--- src/rtl/mips_defs.sv ---
// Shared definitions for the fetch stage.
//   fetchStateT     : fetch FSM encodings (BOOT=0, RUN=1, HALT=2)
//   Nop             : instruction word presented when IF/ID holds nothing
//   DefaultMemWords : default instruction memory depth in words
package mips_defs;

  typedef enum logic [1:0] {
    StBoot = 2'd0,
    StRun  = 2'd1,
    StHalt = 2'd2
  } fetchStateT;

  localparam logic [31:0] Nop             = 32'h0000_0000;
  localparam int unsigned DefaultMemWords = 256;

endpackage

--- src/rtl/if_id_register.sv ---
// IF/ID pipeline register between fetch and decode.
// Ports:
//   Clock, Reset      : rising-edge clock, asynchronous active-high reset
//   flush             : drop the held instruction (valid=0, instruction=NOP)
//   hold              : keep every field unchanged
//   load              : capture instructionIn / pcIn
//   instructionIn     : word read from instruction memory
//   pcIn              : word address of instructionIn
//   IfIdInstruction   : captured instruction (NOP when not valid)
//   IfIdPC            : word address of IfIdInstruction
//   IfIdPCPlus1       : IfIdPC + 1
//   IfIdValid         : register holds a real instruction
// Priority is flush > hold > load; with none asserted the fields simply hold.
module if_id_register
  import mips_defs::*;
(
  input  logic        Clock,
  input  logic        Reset,
  input  logic        flush,
  input  logic        hold,
  input  logic        load,
  input  logic [31:0] instructionIn,
  input  logic [31:0] pcIn,
  output logic [31:0] IfIdInstruction,
  output logic [31:0] IfIdPC,
  output logic [31:0] IfIdPCPlus1,
  output logic        IfIdValid
);

  always_ff @(posedge Clock or posedge Reset) begin
    if (Reset) begin
      IfIdInstruction <= Nop;
      IfIdPC          <= 32'd0;
      IfIdPCPlus1     <= 32'd0;
      IfIdValid       <= 1'b0;
    end else if (flush) begin
      // PC fields are left as-is; decode ignores them while IfIdValid is low.
      IfIdInstruction <= Nop;
      IfIdValid       <= 1'b0;
    end else if (hold) begin
      IfIdInstruction <= IfIdInstruction;
    end else if (load) begin
      IfIdInstruction <= instructionIn;
      IfIdPC          <= pcIn;
      IfIdPCPlus1     <= pcIn + 32'd1;
      IfIdValid       <= 1'b1;
    end
  end

endmodule

--- src/rtl/instruction_fetch_unit.sv ---
// Fetch stage: owns the program counter, addresses instruction memory and
// fills the IF/ID register. Handles stall, redirect (branch/jump), flush and
// halting once the PC runs past the end of the program.
// Ports:
//   Clock, Reset     : rising-edge clock, asynchronous active-high reset
//   ReadAddress      : word address to instruction memory (= PC)
//   Instruction      : memory word for ReadAddress, same cycle
//   Stall            : hold PC and IF/ID
//   RedirectValid    : branch taken / jump from execute
//   RedirectTarget   : next word address when RedirectValid
//   IfIdInstruction, IfIdPC, IfIdPCPlus1, IfIdValid : IF/ID register contents
//   Halted           : fetch FSM is in HALT
//   FetchCount       : saturating count of captured instructions
//                      (present only when FETCH_COUNT_EN is defined)
// Build option: `define FETCH_COUNT_EN to add the FetchCount output.
module instruction_fetch_unit
  import mips_defs::*;
#(
  parameter int unsigned MEM_WORDS = DefaultMemWords,
  parameter logic [31:0] RESET_PC  = 32'd0
) (
  input  logic        Clock,
  input  logic        Reset,
  output logic [31:0] ReadAddress,
  input  logic [31:0] Instruction,
  input  logic        Stall,
  input  logic        RedirectValid,
  input  logic [31:0] RedirectTarget,
  output logic [31:0] IfIdInstruction,
  output logic [31:0] IfIdPC,
  output logic [31:0] IfIdPCPlus1,
  output logic        IfIdValid,
`ifdef FETCH_COUNT_EN
  output logic [31:0] FetchCount,
`endif
  output logic        Halted
);

  fetchStateT  stateQ, stateD;
  logic [31:0] pcQ, pcD;
  logic        load, flush, hold;
  logic        pcPastEnd;
  logic        targetInRange;

  assign pcPastEnd     = (pcQ >= MEM_WORDS);
  assign targetInRange = (RedirectTarget < MEM_WORDS);

  always_ff @(posedge Clock or posedge Reset) begin
    if (Reset) begin
      stateQ <= StBoot;
      pcQ    <= RESET_PC;
    end else begin
      stateQ <= stateD;
      pcQ    <= pcD;
    end
  end

  always_comb begin
    stateD = stateQ;
    pcD    = pcQ;
    load   = 1'b0;
    flush  = 1'b0;
    hold   = 1'b0;
    unique case (stateQ)
      StBoot: begin
        if (RedirectValid) begin
          pcD = RedirectTarget;
        end
        stateD = StRun;
      end
      StRun: begin
        if (RedirectValid) begin
          // An out-of-range target is still taken; the halt check fires next cycle.
          pcD   = RedirectTarget;
          flush = 1'b1;
        end else if (pcPastEnd) begin
          // Never capture past the end of the program.
          stateD = StHalt;
          flush  = 1'b1;
        end else if (Stall) begin
          hold = 1'b1;
        end else begin
          load = 1'b1;
          pcD  = pcQ + 32'd1;
        end
      end
      StHalt: begin
        if (RedirectValid && targetInRange) begin
          pcD    = RedirectTarget;
          stateD = StRun;
        end
      end
      default: stateD = StBoot;
    endcase
  end

  if_id_register u_if_id_register (
    .Clock           (Clock),
    .Reset           (Reset),
    .flush           (flush),
    .hold            (hold),
    .load            (load),
    .instructionIn   (Instruction),
    .pcIn            (pcQ),
    .IfIdInstruction (IfIdInstruction),
    .IfIdPC          (IfIdPC),
    .IfIdPCPlus1     (IfIdPCPlus1),
    .IfIdValid       (IfIdValid)
  );

  assign ReadAddress = pcQ;
  assign Halted      = (stateQ == StHalt);

`ifdef FETCH_COUNT_EN
  logic [31:0] fetchCountQ;

  always_ff @(posedge Clock or posedge Reset) begin
    if (Reset) begin
      fetchCountQ <= 32'd0;
    end else if (load && (fetchCountQ != 32'hFFFF_FFFF)) begin
      fetchCountQ <= fetchCountQ + 32'd1;
    end
  end

  assign FetchCount = fetchCountQ;
`endif

endmodule

--- config.mk ---
export PLATFORM = sky130hd
export DESIGN_NAME = instruction_fetch_unit
export DESIGN_NICKNAME = d
export VERILOG_FILES = /design/src/rtl/mips_defs.sv /design/src/rtl/if_id_register.sv /design/src/rtl/instruction_fetch_unit.sv
export SDC_FILE = /design/constraint.sdc
export NUM_CORES = 1
export LEC_CHECK = 0
export CAP_MARGIN = 20
export CELL_PAD_IN_SITES_DETAIL_PLACEMENT = 0
export CELL_PAD_IN_SITES_GLOBAL_PLACEMENT = 2
export CORE_UTILIZATION = 30
export CTS_CLUSTER_SIZE = 16
export DETAILED_ROUTE_END_ITERATION = 10
export PLACE_DENSITY_LB_ADDON = 0.1
export SLEW_MARGIN = 40
export SYNTH_ARGS = -nofsm -noshare
export SYNTH_HDL_FRONTEND = slang
export SYNTH_SLANG_ARGS = --single-unit
--- constraint.sdc ---
create_clock -name Clock -period 8.1 [get_ports Clock]
set_input_delay 1.62 -clock Clock [delete_from_list [all_inputs] [get_ports Clock]]
set_output_delay 1.62 -clock Clock [all_outputs]
set_load 0.1 [all_outputs]
; ---- After elaboration in Yosys (flattened, before gate mapping)
; Index checks and enable logic that the tools add are counted.
[op_classes]
n_reduce_logical = 8
order_cmp = 2
eq_ne = 9
add_sub_neg = 1
mux = 27
bitwise = 2
[op_table]
columns = operator, count
row1 = $mux 32, 8
row2 = $pmux 32 s3, 1
row3 = $add 32x1->32 const B, 1
row4 = $ge 32x9->1 const B, 1
row5 = $lt 32x9->1 const B, 1
row6 = $mux 1, 14
row7 = $ne 2x2->1 const B, 4
row8 = $mux 2, 3
row9 = $ne 3x3->1 const B, 2
row10 = $pmux 2 s3, 1
row11 = $reduce_and 3->1, 2
row12 = $reduce_and 5->1, 1
row13 = $reduce_bool 3->1, 1
row14 = $eq 2x1->1 const B, 1
row15 = $eq 2x2->1 const B, 1
row16 = $logic_not 2->1, 1
row17 = $ne 2x1->1 const B, 1
row18 = $not 1->1, 2
row19 = $reduce_and 2->1, 1
row20 = $reduce_bool 2->1, 1
row21 = $logic_and 1x1->1, 1
[word_totals]
word_cells = 55
input_bits = 68
register_bits = 131
out_inout_bits = 130

; ---- Logic depth before layout (Yosys ltp)
[logic_depth]
word_depth = 7
mapped_depth = 7
ltp_nobuf = 6

; ---- Cells and area by module
; Synthesis repeated with hierarchy kept, for this count alone.
[unflattened]
cells_unflattened = 648
area_unflattened_um2 = 6299.8
[by_module_without_submodules]
columns = module, cells_per_inst, area_per_inst_um2, instances
row1 = if_id_register, 414, 4125.2, 1
row2 = instruction_fetch_unit, 234, 2174.6, 1

; ---- Least setup slack after synthesis
; Ideal clock, no wire load.
[synth_path]
kind = reg-to-output
from = register stateQ[1]
to = output Halted
t_arrival_ns = 1.814
path_stages_with_launch = 2
setup_slack_ns = 4.666
required_time_ns = 6.480
cell_sequence = dfrtp_1 nor2b_1
[synth_between]
elab_chain_len = 1
[synth_rtl]
columns = item, line
row1 = from (decl), instruction_fetch_unit.sv:39  ; fetchStateT stateQ, stateD;
row2 = from (signal assigned), instruction_fetch_unit.sv:50  ; stateQ <= StBoot;
row3 = from (signal assigned), instruction_fetch_unit.sv:53  ; stateQ <= stateD;
row4 = $eq 2x2->1, instruction_fetch_unit.sv:112  ; assign Halted = (stateQ == StHalt);
row5 = to (decl), instruction_fetch_unit.sv:36  ; output logic Halted
; Every way passes these cells.

; ---- Final worst setup path
[layout_path]
from = input RedirectValid
to = register pcQ[12] (netlist: ReadAddress[12])
[layout_between]
elab_chain_len = 3
word_cells_on_any_way = 8
cone_classes = eq/ne: 4 / mux: 2 / reduce/logical: 2
[layout_rtl]
columns = item, line
row1 = from (decl), instruction_fetch_unit.sv:27  ; input logic RedirectValid,
row2 = $logic_and 1x1->1, instruction_fetch_unit.sv:88  ; if (RedirectValid && targetInRange) begin
row3 = $ne 2x1->1 (no source line), n/a
row4 = $reduce_and 5->1 (no source line), n/a
row5 = to (signal assigned), instruction_fetch_unit.sv:54  ; pcQ <= pcD;
row6 = to (decl), instruction_fetch_unit.sv:40  ; logic [31:0] pcQ, pcD;
; Parallel ways exist; a longest one is shown, timed or not.
; A chain may end at the register's enable or synchronous reset.

==> summary.md <==
| Metric | Value |
|---|---|
| Status | finished, final reports clean |
| Yosys warning count | 0 |
| Setup violators final | 0 |
| Crit-path slowest cell | or4_4 |
| WS Path Type | in2reg |
| Post-route minimum period | 4.17 ns |
| Fillers | 1715 |
| Latest clock arrival within the worst-skew pair | 0.42 ns |
| Slew margin rel. | 47.1% |
| Antenna violations before repair | 0 |
| Area grow syn2layout | 39.1% |
| Chip Width | 136 um |
| Arr. time, crit path | 4.47 ns |
| Fmax | 240 MHz |
| # DRC | 0 |
| Flop pwr share | 32.3% |
| Cell Int Power | 1.43 mW |
| Worst Max-Slew Pin Slew | 0.793 ns |
| Clock skew | 0.00732 ns |
| Port Buffers | 197 |
| Post-synth EDFFs | 0 |
| Max-cap viol count | 0 |
| Metal2 WL | 7.03 mm |
| Uppermost routed layer | met4 |
| Worst Path Required | 8.40 ns |
| Synth Cell Area | 5390 um2 |
| Core Rows | 48 |
| Dominant cells by area after synthesis | dfrtp_1, a22o_1, nor2b_1 |
| Vias per cell | 4.87 |
| Final nets | 711 |
| Syn nets | 520 |
| Die height | 136 um |
| CTS max path bufs | 2 |
| Initial core utilization | 31.0% |
| CP Launch Type | input port |
| First-pass GRT wire length | 24.2 mm |
| Crit path cell chain | clkdlybuf4s50_1, nor4b_2, nand4_1, or4_4, a21oi_4, mux2_2 |
| Most frequent cell after synthesis | dfrtp_1 |
| Routed len/inst | 17.8 um |
| Post-route ant nets | 0 |
| Wl on met1 | 7.18 mm |
| Final worst setup slack | 3.93 ns |
| Core Footprint | 17400 um2 |
| Root Buffer Master | clkbuf_16 |
| Slew Viols, Final | 0 |
| Worst-path clk slew | 0.05 ns |
| Clock power share | 27.4% |
| Iter 0 DRT Violations | 280 |
| Critical Path Max Stage Delay | 0.68 ns |
| CTS resizes | 0 |
| GRT Total Usage | 17.4% |
| Synth top area share | 60.8% |
| Asr flop ratio synth | 100% |
| Period utilization | 51.5% |
| Pre-CTS setup slack | 3.46 ns |
| Cell area power density | 364 nW/um2 |
| Placed cell count | 847 |
| First-pass DRT Iterations | 5 |
| Most used DFF post-synth | dfrtp_1 |
| Mean Syn Cell Area | 12.0 um2 |
| Maximum vdd ir drop | 0.291 mV |
| Pwr Total | 2.73 mW |
| RSZ-0062 raised after global routing | no |
| Die area | 18500 um2 |
| Switching share of power | 47.5% |
| HP Class | reg2reg |
| TritonCTS Sinks | 131 |
| Largest net degree at the start of global routing | 104 |
| Routed WL | 15.6 mm |
| DR WL met3 | 1.09 mm |
| Mapped Cells | 450 |
| List of most frequent post-synthesis cells | dfrtp_1, nor2b_1, a22o_1, nor2_1, nand3_1 |
| CTS buffer count | 17 |
| CP endpoint kind | flop |
| Sequential-to-total area share from yosys stat | 60.8% |
| Combinational share of power | 40.3% |
| P_sw | 1.30 mW |
| Number of global-route vias before repair | 4271 |
| Worst-path fanout max | 22 |
| Lkg Pwr | 3.73 nW |
| Setup bufs post-CTS | 0 |
| Hold Vio Cnt, Final | 0 |
| Flops & latches, synth | 131 |
| Setup tns final | 0 ns |
| Final estimated routing congestion in global placement | 0.836 |
| I/O pins | 198 |
| DPL Wire Length | 10.9 mm |
| Total gr overflow | 0 |
| CTS Hold Buffers Added | 0 |
| CTS tree | done |
| Cell taking the most area after synthesis | dfrtp_1 |
| Share of cells above drive strength 1 | 28.6% |
| Post-Layout Cell Count | 879 |
| Yosys cell types | 51 |
| Via count | 4281 |
| # diodes | 0 |
| H-tree depth | 4 |
==> worst max-delay path: cells and delay by family <==
kind | cells | cell delay [ns]
AO/OA/AOI/OAI | 1 | 0.62
AND/OR/NAND/NOR | 3 | 1.19
buffers and inverters | 1 | 0.62
multiplexers | 1 | 0.40
==> worst paths after layout <==
check	cells after the start	slack [ns]	start	end
max	6	3.93	RedirectValid	ReadAddress[12]
min	1	0.49	u_if_id_register.IfIdInstruction[0]	u_if_id_register.IfIdInstruction[0]
max reg2reg	5	4.96	ReadAddress[27]	ReadAddress[12]
min reg2reg	1	0.49	u_if_id_register.IfIdInstruction[0]	u_if_id_register.IfIdInstruction[0]
max in group asynchronous	3	5.38	Reset	u_if_id_register.IfIdPCPlus1[26]
min in group asynchronous	2	1.63	Reset	u_if_id_register.IfIdPC[28]
==> routing by layer <==
layer / vias to the layer above / global-route usage [%]
met2: 152 / 25.3
met3: 21 / 5.37
met5: - / 0
met1: 2063 / 23.5
li1: 2045 / -
met4: 0 / 7.96
==> power groups by stage <==
stage | combinational, mW | clock [mW] | sequential [mW]
global route | 1.15 | 0.793 | 0.902
CTS | 1.11 | 0.766 | 0.881
floorplan | 0.322 | 0 | 1.43
detailed placement | 1.11 | 0 | 0.891
global placement | 1.18 | 0 | 0.893
finish | 1.10 | 0.747 | 0.881
==> registers in the layout (all words and copies together) (netlist names) <==
name	count
u_if_id_register.IfIdPCPlus1	32
stateQ	2
u_if_id_register.IfIdInstruction	32
u_if_id_register.IfIdValid	1
ReadAddress	32
u_if_id_register.IfIdPC	32
==> metrics by stage <==
stage               utilization [%]  instance area (um2)  hold slack, ns
floorplan                         -                 5390           0.478
global placement               43.4                 7560           0.482
detailed placement             39.7                 6920           0.477
CTS                            43.1                 7500           0.497
global route                   43.1                 7500           0.503
finish                         43.1                 7500           0.492
==> area by class of cell <==
| class | instances | area, um2 | share of cell area, % |
|---|---|---|---|
| repair buffers | 200 | 1350 | 18.0 |
| well taps | 225 | 282 | 3.75 |
| inverters | 7 | 31.3 | 0.417 |
| multi-input cells | 284 | 1980 | 26.4 |
| flip-flops and latches | 131 | 3280 | 43.7 |
| clock inverters | 12 | 134 | 1.78 |
| clock buffers | 20 | 447 | 5.95 |
==> placed cells by master, fill, tap and decap left out, drive strengths merged, types with 3 or more instances in the layout <==
cell type / n
and4: 3
a31oi: 3
dfrtp: 131
o21ai: 8
clkdlybuf4s50: 67
a22oi: 5
inv: 7
a2bb2oi: 9
nor2: 31
a22o: 35
and3: 7
o22ai: 8
buf: 133
o22a: 8
nor3: 5
nand4: 7
a21oi: 15
o32ai: 3
xor2: 4
nor4: 13
nand2: 13
xnor2: 3
mux2: 15
nor2b: 48
clkinv: 8
clkbuf: 20
nand3: 17
==> cells by family after synthesis <==
group / Yosys count / share of synthesized area (%)
fa+ha+maj: 2 / 0.464
simple gates: 151 / 15.7
xor+xnor: 7 / 1.14
flops: 131 / 60.8
mux: 16 / 3.32
compound gates: 108 / 15.8
buf+inv: 35 / 2.90
No activity file was read; power rests on OpenSTA's default activity.
